--- config.mk ---
export PLATFORM = sky130hd
export DESIGN_NAME = regfile_writeback_queue
export DESIGN_NICKNAME = d
export VERILOG_FILES = /design/src/rtl/regfile_writeback_queue.sv
export SDC_FILE = /design/constraint.sdc
export NUM_CORES = 1
export LEC_CHECK = 0
export ABC_AREA = 1
export CAP_MARGIN = 0
export CORE_AREA = 2 2 139 141
export DETAILED_ROUTE_END_ITERATION = 16
export DIE_AREA = 0 0 141 143
export GPL_TIMING_DRIVEN = 0
export PLACE_DENSITY = 0.79
export SLEW_MARGIN = 20
export SYNTH_ARGS = -nofsm -noshare
export SYNTH_HDL_FRONTEND = slang
export SYNTH_SLANG_ARGS = --single-unit
--- constraint.sdc ---
create_clock -name clock -period 4 [get_ports clock]
set_input_delay 1 -clock clock [delete_from_list [all_inputs] [get_ports clock]]
set_output_delay 1 -clock clock [all_outputs]
set_load 0.03 [all_outputs]
--- src/rtl/regfile_writeback_queue.sv ---
// In-order write-back queue that feeds the register file write port from the ALU and load paths.
// Define WBQ_FORWARDING_EN to drive fwd_valid/fwd_data from the youngest pending write.
module regfile_writeback_queue #(
  parameter int DEPTH          = 4,
  parameter int PROTECTED_ADDR = 28
) (
  input  logic                   clock,
  input  logic                   reset,
  input  logic                   alu_valid,
  output logic                   alu_ready,
  input  logic [4:0]             alu_address,
  input  logic [31:0]            alu_data,
  input  logic                   mem_valid,
  output logic                   mem_ready,
  input  logic [4:0]             mem_address,
  input  logic [31:0]            mem_data,
  input  logic [4:0]             readAddress1,
  input  logic [4:0]             readAddress2,
  output logic                   writeRegister,
  output logic [4:0]             writeAddress,
  output logic [31:0]            writeData,
  output logic                   hazard1,
  output logic                   hazard2,
  output logic                   fwd_valid1,
  output logic [31:0]            fwd_data1,
  output logic                   fwd_valid2,
  output logic [31:0]            fwd_data2,
  output logic                   dropped,
  output logic [$clog2(DEPTH):0] count,
  output logic                   idle
);

  localparam int PW = $clog2(DEPTH);
  localparam int CW = PW + 1;
  localparam logic [CW-1:0] FULL_COUNT = CW'(DEPTH);
  localparam logic [4:0]    PROT_ADDR  = 5'(PROTECTED_ADDR);

  logic [4:0]    entryAddr_q [DEPTH];
  logic [31:0]   entryData_q [DEPTH];
  logic [PW-1:0] wrPtr_q, rdPtr_q;
  logic [CW-1:0] count_q, count_d;
  logic          writeRegister_q, dropped_q;
  logic [4:0]    writeAddress_q;
  logic [31:0]   writeData_q;

  logic          notFull, accept, isProtected, doPush, doPop;
  logic [4:0]    pushAddr;
  logic [31:0]   pushData;
  logic [PW-1:0] hazIdx;

  assign notFull     = count_q < FULL_COUNT;
  assign mem_ready   = notFull;
  assign alu_ready   = notFull && !mem_valid;
  assign accept      = notFull && (mem_valid || alu_valid);
  assign pushAddr    = mem_valid ? mem_address : alu_address;
  assign pushData    = mem_valid ? mem_data : alu_data;
  assign isProtected = pushAddr == PROT_ADDR;
  assign doPush      = accept && !isProtected;
  assign doPop       = count_q != '0;
  assign count_d     = count_q + CW'(doPush) - CW'(doPop);

  // Storage needs no reset: only entries inside the occupancy window are ever looked at.
  always_ff @(posedge clock) begin
    if (doPush) begin
      entryAddr_q[wrPtr_q] <= pushAddr;
      entryData_q[wrPtr_q] <= pushData;
    end
  end

  always_ff @(posedge clock or posedge reset) begin
    if (reset) begin
      wrPtr_q         <= '0;
      rdPtr_q         <= '0;
      count_q         <= '0;
      writeRegister_q <= 1'b0;
      writeAddress_q  <= '0;
      writeData_q     <= '0;
      dropped_q       <= 1'b0;
    end else begin
      count_q         <= count_d;
      dropped_q       <= accept && isProtected;
      writeRegister_q <= doPop;
      if (doPush) wrPtr_q <= wrPtr_q + PW'(1);
      if (doPop) begin
        rdPtr_q        <= rdPtr_q + PW'(1);
        writeAddress_q <= entryAddr_q[rdPtr_q];
        writeData_q    <= entryData_q[rdPtr_q];
      end
    end
  end

  // The uncommitted register-file write counts as pending alongside the queued entries.
  always_comb begin
    hazard1 = writeRegister_q && (writeAddress_q == readAddress1);
    hazard2 = writeRegister_q && (writeAddress_q == readAddress2);
    hazIdx  = '0;
    for (int k = 0; k < DEPTH; k++) begin
      if (CW'(k) < count_q) begin
        hazIdx = rdPtr_q + PW'(k);
        if (entryAddr_q[hazIdx] == readAddress1) hazard1 = 1'b1;
        if (entryAddr_q[hazIdx] == readAddress2) hazard2 = 1'b1;
      end
    end
  end

`ifdef WBQ_FORWARDING_EN
  logic [PW-1:0] fwdIdx;
  logic [31:0]   fwdData1, fwdData2;

  // Walk oldest to youngest so the last match (youngest write) wins.
  always_comb begin
    fwdData1 = writeData_q;
    fwdData2 = writeData_q;
    fwdIdx   = '0;
    for (int k = 0; k < DEPTH; k++) begin
      if (CW'(k) < count_q) begin
        fwdIdx = rdPtr_q + PW'(k);
        if (entryAddr_q[fwdIdx] == readAddress1) fwdData1 = entryData_q[fwdIdx];
        if (entryAddr_q[fwdIdx] == readAddress2) fwdData2 = entryData_q[fwdIdx];
      end
    end
  end

  assign fwd_valid1 = hazard1;
  assign fwd_valid2 = hazard2;
  assign fwd_data1  = hazard1 ? fwdData1 : '0;
  assign fwd_data2  = hazard2 ? fwdData2 : '0;
`else
  assign fwd_valid1 = 1'b0;
  assign fwd_valid2 = 1'b0;
  assign fwd_data1  = '0;
  assign fwd_data2  = '0;
`endif

  assign writeRegister = writeRegister_q;
  assign writeAddress  = writeAddress_q;
  assign writeData     = writeData_q;
  assign dropped       = dropped_q;
  assign count         = count_q;
  assign idle          = (count_q == '0) && !writeRegister_q;

endmodule

==> results of run 1 <==
## placed cells by master, fill, tap and decap left out, drive strengths merged, types with 8 or more instances in the layout
cell type	synthesis	routed
a22oi	12	12
buf	82	86
clkbuf	17	36
clkdlybuf4s50	0	132
conb	1	66
dfrtp	46	46
edfxtp	148	148
ha	8	8
inv	60	66
mux2	33	33
nand2	388	388
nand3	78	78
nand4	27	27
nor2	49	49
o21ai	20	20
## logic make-up (layout without fill, tap and decap cells)
group,after synthesis,count (layout),share of synthesized area
adder cells (fa/ha/maj),9,9,0.0126
buffers and inverters,160,331,0.0924
AND/OR/NAND/NOR,544,544,0.234
flip-flops,194,194,0.589
AO/OA/AOI/OAI,46,46,0.0288
multiplexers,33,33,0.0391
XOR/XNOR,4,4,0.00369
other,1,66,0.000395
## routing by layer
layer	track usage	part of all wire	vias to the layer above
li1	-	-	3616
met1	0.294	0.39	3513
met2	0.428	0.50	389
met3	0.0520	0.086	60
met4	0.100	0.028	0
met5	0	0	-
## Yosys cell counts (3+ instances only)
| master | number |
|---|---|
| a21oi_1 | 4 |
| a22oi_1 | 12 |
| a31oi_1 | 6 |
| buf_2 | 9 |
| buf_4 | 71 |
| clkbuf_1 | 17 |
| dfrtp_1 | 46 |
| edfxtp_1 | 148 |
| ha_1 | 8 |
| inv_1 | 58 |
| mux2_2 | 33 |
| nand2_1 | 385 |
| nand3_1 | 78 |
| nand4_1 | 27 |
| nor2_1 | 49 |
| o21ai_0 | 18 |
| o22ai_1 | 3 |
## stage by stage
step,setup slack [ns],instances,total power (W),instance area [µm²]
3_5_place_dp,-0.0493,1429,0.00725,11500
5_1_grt,0.0364,1461,0.00945,12100
6_report,0.0975,1461,0.00890,12100
2_1_floorplan,0.379,1056,0.00572,9750
4_1_cts,0.0747,1461,0.00889,12100
3_3_place_gp,-1.80,1424,0.00706,11400
## sequential cells by signal, indices dropped and copies added, names as in the netlist
name / count
rdPtr_q: 2
writeRegister: 1
entryData_q: 128
writeAddress: 5
writeData: 32
wrPtr_q: 2
entryAddr_q: 20
dropped: 1
count: 3
## cell type report
class	count	area [µm²]
plain buffers	99	654
clock buffers	18	429
clock inverters	14	141
fillers	1420	6480
inverters	61	231
multi-input cells	702	3300
flip-flops and latches	194	5600
well taps	234	293
repair buffers	139	1460
## worst reg2reg max path, delay by kind of cell, from the launching register on
kind,cells,cell delay [ns]
adder cells (fa/ha/maj),3,0.95
XOR/XNOR,1,0.14
buffers and inverters,3,0.73
flip-flops,1,0.49
AND/OR/NAND/NOR,1,0.25
## where the power goes
part | total [W] | switching [W] | internal (W)
clock network | 0.00164 | 0.000809 | 0.000828
logic | 0.00423 | 0.00281 | 0.00142
registers | 0.00304 | 0.000268 | 0.00277
## worst paths after layout
path | cells past startpoint | endpoint | slack [ns]
max | 5 | alu_ready | 0.1
min | 2 | writeData[26] | 0.48
max reg2reg | 8 | count[2] | 1.33
min reg2reg | 2 | writeData[26] | 0.48
max in group asynchronous | 2 | count[0] | 2.52
min in group asynchronous | 2 | writeData[14] | 1.03
## timing repair
action | in CTS | in global routing
resized for setup | 3 | 1
endpoints found under the setup margin | 3 | 1
hold buffers | 0 | 0
==> results.cfg, run 1 <==
[global_routing]
grt_max_degree = 47
antenna_found_initial = 0
grt_usage = 0.244
grt_pass1_wl_um = 37100
grt_pass1_vias = 7279
overflow = 0

[floorplan]
die_w_um = 141
core-area_mm2 = 0.0186
start_util = 0.511
dieArea_mm2 = 0.0202
fp.dieH_um = 143
fp-row-count = 50
ioPinCount = 201

[clocking]
clockRootBuffer = clkbuf_16
clock_path_buffers = 2
cts_tree = built
clkSinkCount = 194
clk_latency_ns = 0.44
htreeDepth = 4
cts_made_buffers = 17
postCtsSetupRepairBufs = 0
clk_pin_slew_ns = 0.07

[synthesis]
syn_inst = 991
yosysWarnings = 0
synth-seq-cells = 194
synth_area_mm2 = 0.00950
synth_top_area_cell = edfxtp_1
yosys-top-cells-area = edfxtp_1 (47%), nand2_1 (15%), dfrtp_1 (12%)
postSynthAreaPerCell_um2 = 9.59
ys.flop_type = edfxtp_1
yosysSeqAreaShare = 0.589
synth_top_area_share = 0.468
ys_types = 30
async_reset_ff_frac = 0.237
synth_edf_count = 148

[drt]
vias = 7578
drcViolationCount = 0
drtIter0Drc = 678
wire_per_inst_um = 16.5
wl_um = 24200
ant_nets = 0
via_per_inst = 5.19
dr.pass1.iters = 5

[final_layout]
area_growth_pct = 27.4
insertedDiodeCount = 0
final_util = 0.651
layout-drive-gt1-share = 0.130
fin_nets = 1311

[sta]
hold_violations = 0
timing.fmax_ghz = 0.256
holdWs_ns = 0.481
maxSlewViolCount = 0
post-route-period-util = 0.976
tightest_slew_ns = 0.751
fin_setup_tns_ns = 0
finalSetupViolCount = 0
skew_ns = 0.0146
slew_headroom = 0.498
grt_setup_unrepaired = false
min_period_ns = 3.90

[worst_setup_path]
crit_chain = clkdlybuf4s50_1 > clkbuf_4 > buf_4 > nor2_1 > clkdlybuf4s50_1
critPathArrivalTime_ns = 2.90
cpMaxStageDelayCell = clkdlybuf4s50_1
worstSetupPathType = input pin to primary output
critPathTopFamily = buffers and inverters
rr_startpoint = count[2]
cp-end-kind = primary output
worst_path_largest_cell_delay_ns = 0.70
cp_common_cell = clkdlybuf4s50_1
cp_max_fo = 10
worst_setup_path_start_kind = input pin
crit_start = mem_valid
crit_required_ns = 3.00
cp.buffers_inverters = 4

[power_and_ir_drop]
vdd.ir_drop.worst_v = 0.000451
p_leak_nw = 5.29
powerDensity_mw_per_mm2 = 735

[worst_hold_path]
hold_path_class = register to register
min-delay-start = writeData[26]

[placement]
gp_congestion = 0.902
io_buffers = 134
dp.final_hpwl_um = 16900

[status]
status = completed

[job]
maxCapViolations = 0
Note: power is estimated with default switching activity, not from simulation.
==> run 2, diff against run 1 <==
--- a/config.mk
+++ b/config.mk
@@ -8,6 +8,7 @@
 export ABC_AREA = 1
 export CAP_MARGIN = 0
 export CORE_AREA = 2 2 139 141
+export CTS_CLUSTER_SIZE = 12
 export DETAILED_ROUTE_END_ITERATION = 16
 export DIE_AREA = 0 0 141 143
 export GPL_TIMING_DRIVEN = 0
==> results of run 2 <==
Final layout, timing and power as in run 1 (identical DEF).
==> run 3, diff against run 2 <==
--- a/config.mk
+++ b/config.mk
@@ -12,7 +12,7 @@
 export DETAILED_ROUTE_END_ITERATION = 16
 export DIE_AREA = 0 0 141 143
 export GPL_TIMING_DRIVEN = 0
-export PLACE_DENSITY = 0.79
+export PLACE_DENSITY = 0.8
 export SLEW_MARGIN = 20
 export SYNTH_ARGS = -nofsm -noshare
 export SYNTH_HDL_FRONTEND = slang
==> run 3 against run 2 <==
Non-clock buffer count shrank 1. Critical path type unchanged. Largest cell class unchanged. Largest power group unchanged. Sequential power is essentially flat. Clock skew grew 0.0019 ns.
==> results.cfg, run 3 (synthesis gave the netlist of run 1 again) <==
[status]
status = completed

[global_routing]
grt_pass1_wl_um = 37600
antenna_found_initial = 0
overflow = 0
grt_pass1_vias = 7208
grt_usage = 0.246
grt_max_degree = 47

[sta]
post-route-period-util = 0.979
skew_ns = 0.0165
tightest_slew_ns = 0.744
fin_setup_tns_ns = 0
slew_headroom = 0.504
finalSetupViolCount = 0
holdWs_ns = 0.481
maxSlewViolCount = 0
grt_setup_unrepaired = false
hold_violations = 0
min_period_ns = 3.92
timing.fmax_ghz = 0.255

[floorplan]
fp-row-count = 50
ioPinCount = 201
fp.dieH_um = 143
die_w_um = 141
core-area_mm2 = 0.0186
dieArea_mm2 = 0.0202
start_util = 0.511

[clocking]
postCtsSetupRepairBufs = 0
clockRootBuffer = clkbuf_16
cts_made_buffers = 17
cts_tree = built
clkSinkCount = 194
clk_pin_slew_ns = 0.07
clk_latency_ns = 0.44
clock_path_buffers = 2
cts_hold_buf = 0
htreeDepth = 4

[placement]
io_buffers = 134
dp.final_hpwl_um = 17100
gp_congestion = 0.900

[drt]
drtIter0Drc = 822
drcViolationCount = 0
wl_um = 24500
vias = 7630
via_per_inst = 5.23
wire_per_inst_um = 16.8
dr.pass1.iters = 7
ant_nets = 0

[worst_setup_path]
crit_required_ns = 3.00
reg2reg_setup_slack_ns = 1.26
critPathArrivalTime_ns = 2.92
worst_setup_path_start_kind = input pin
cp_max_fo = 10
cp-end-kind = primary output
worstSetupPathType = input pin to primary output

[worst_hold_path]
hold_path_class = register to register

[final_layout]
top_register = entryData_q
layout-drive-gt1-share = 0.131
area_growth_pct = 27.1
final_common_cell = nand2_1
fin_nets = 1310
final_cell_mix = nand2_1 (385), edfxtp_1 (148), clkdlybuf4s50_1 (132)
insertedDiodeCount = 0
largest_reg_flops = 128

[power_and_ir_drop]
vdd.ir_drop.worst_v = 0.000381
p_leak_nw = 5.28
power_w = 0.00891
powerDensity_mw_per_mm2 = 738

[job]
maxCapViolations = 0
run 3: per-layer routing:
layer / wire [µm] / vias up / GRT usage
met5: 0 / - / 0
met4: 731 / 0 / 0.109
met3: 2000 / 61 / 0.0486
met2: 12300 / 425 / 0.421
met1: 9550 / 3528 / 0.307
li1: - / 3616 / -
run 3: repair_timing:
item | 4_1_cts | 5_1_grt
pin swaps | 0 | 0
gates resized for setup | 4 | 1
cloned | 0 | 0
endpoints found under the setup margin | 4 | 1
run 3: worst paths after layout:
| check | depth (start not counted) | startpoint | to |
|---|---|---|---|
| max in group asynchronous | 2 | reset | writeData[10] |
| worst min-delay path | 2 | writeData[12] | writeData[12] |
| worst max-delay path | 5 | mem_valid | alu_ready |
| min in group asynchronous | 2 | reset | writeData[20] |
| worst min register to register | 2 | writeData[12] | writeData[12] |
| worst max register to register | 8 | count[2] | count[2] |
run 3: stage by stage:
stage	cell area (µm²)	worst slack [ns]	util	cells
4_1_cts	12100	0.0711	0.650	1460
5_1_grt	12100	0.00740	0.650	1460
3_5_place_dp	11500	-0.0404	0.619	1428
2_1_floorplan	9750	0.379	-	1056
6_report	12100	0.0821	0.650	1460
3_3_place_gp	11400	-1.75	0.613	1424
run 3: critical path: stages:
cell	delay, ns
clkdlybuf4s50_1	0.58
buf_2	0.32
buf_4	0.30
nor2_1	0.09
clkdlybuf4s50_1	0.61
run 3: power breakdown:
group          internal [W]  switching [W]
clock              0.000844       0.000809
combinational       0.00140        0.00282
sequential          0.00277       0.000273
run 3: cell type report:
| type | count | area (µm²) |
|---|---|---|
| Sequential cell | 194 | 5600 |
| Multi-Input combinational cell | 702 | 3300 |
| Buffer | 99 | 653 |
| Inverter | 61 | 231 |
| Clock buffer | 18 | 439 |
| Fill cell | 1466 | 6500 |
| Timing Repair Buffer | 138 | 1430 |
| Tap cell | 234 | 293 |
| Clock inverter | 14 | 140 |
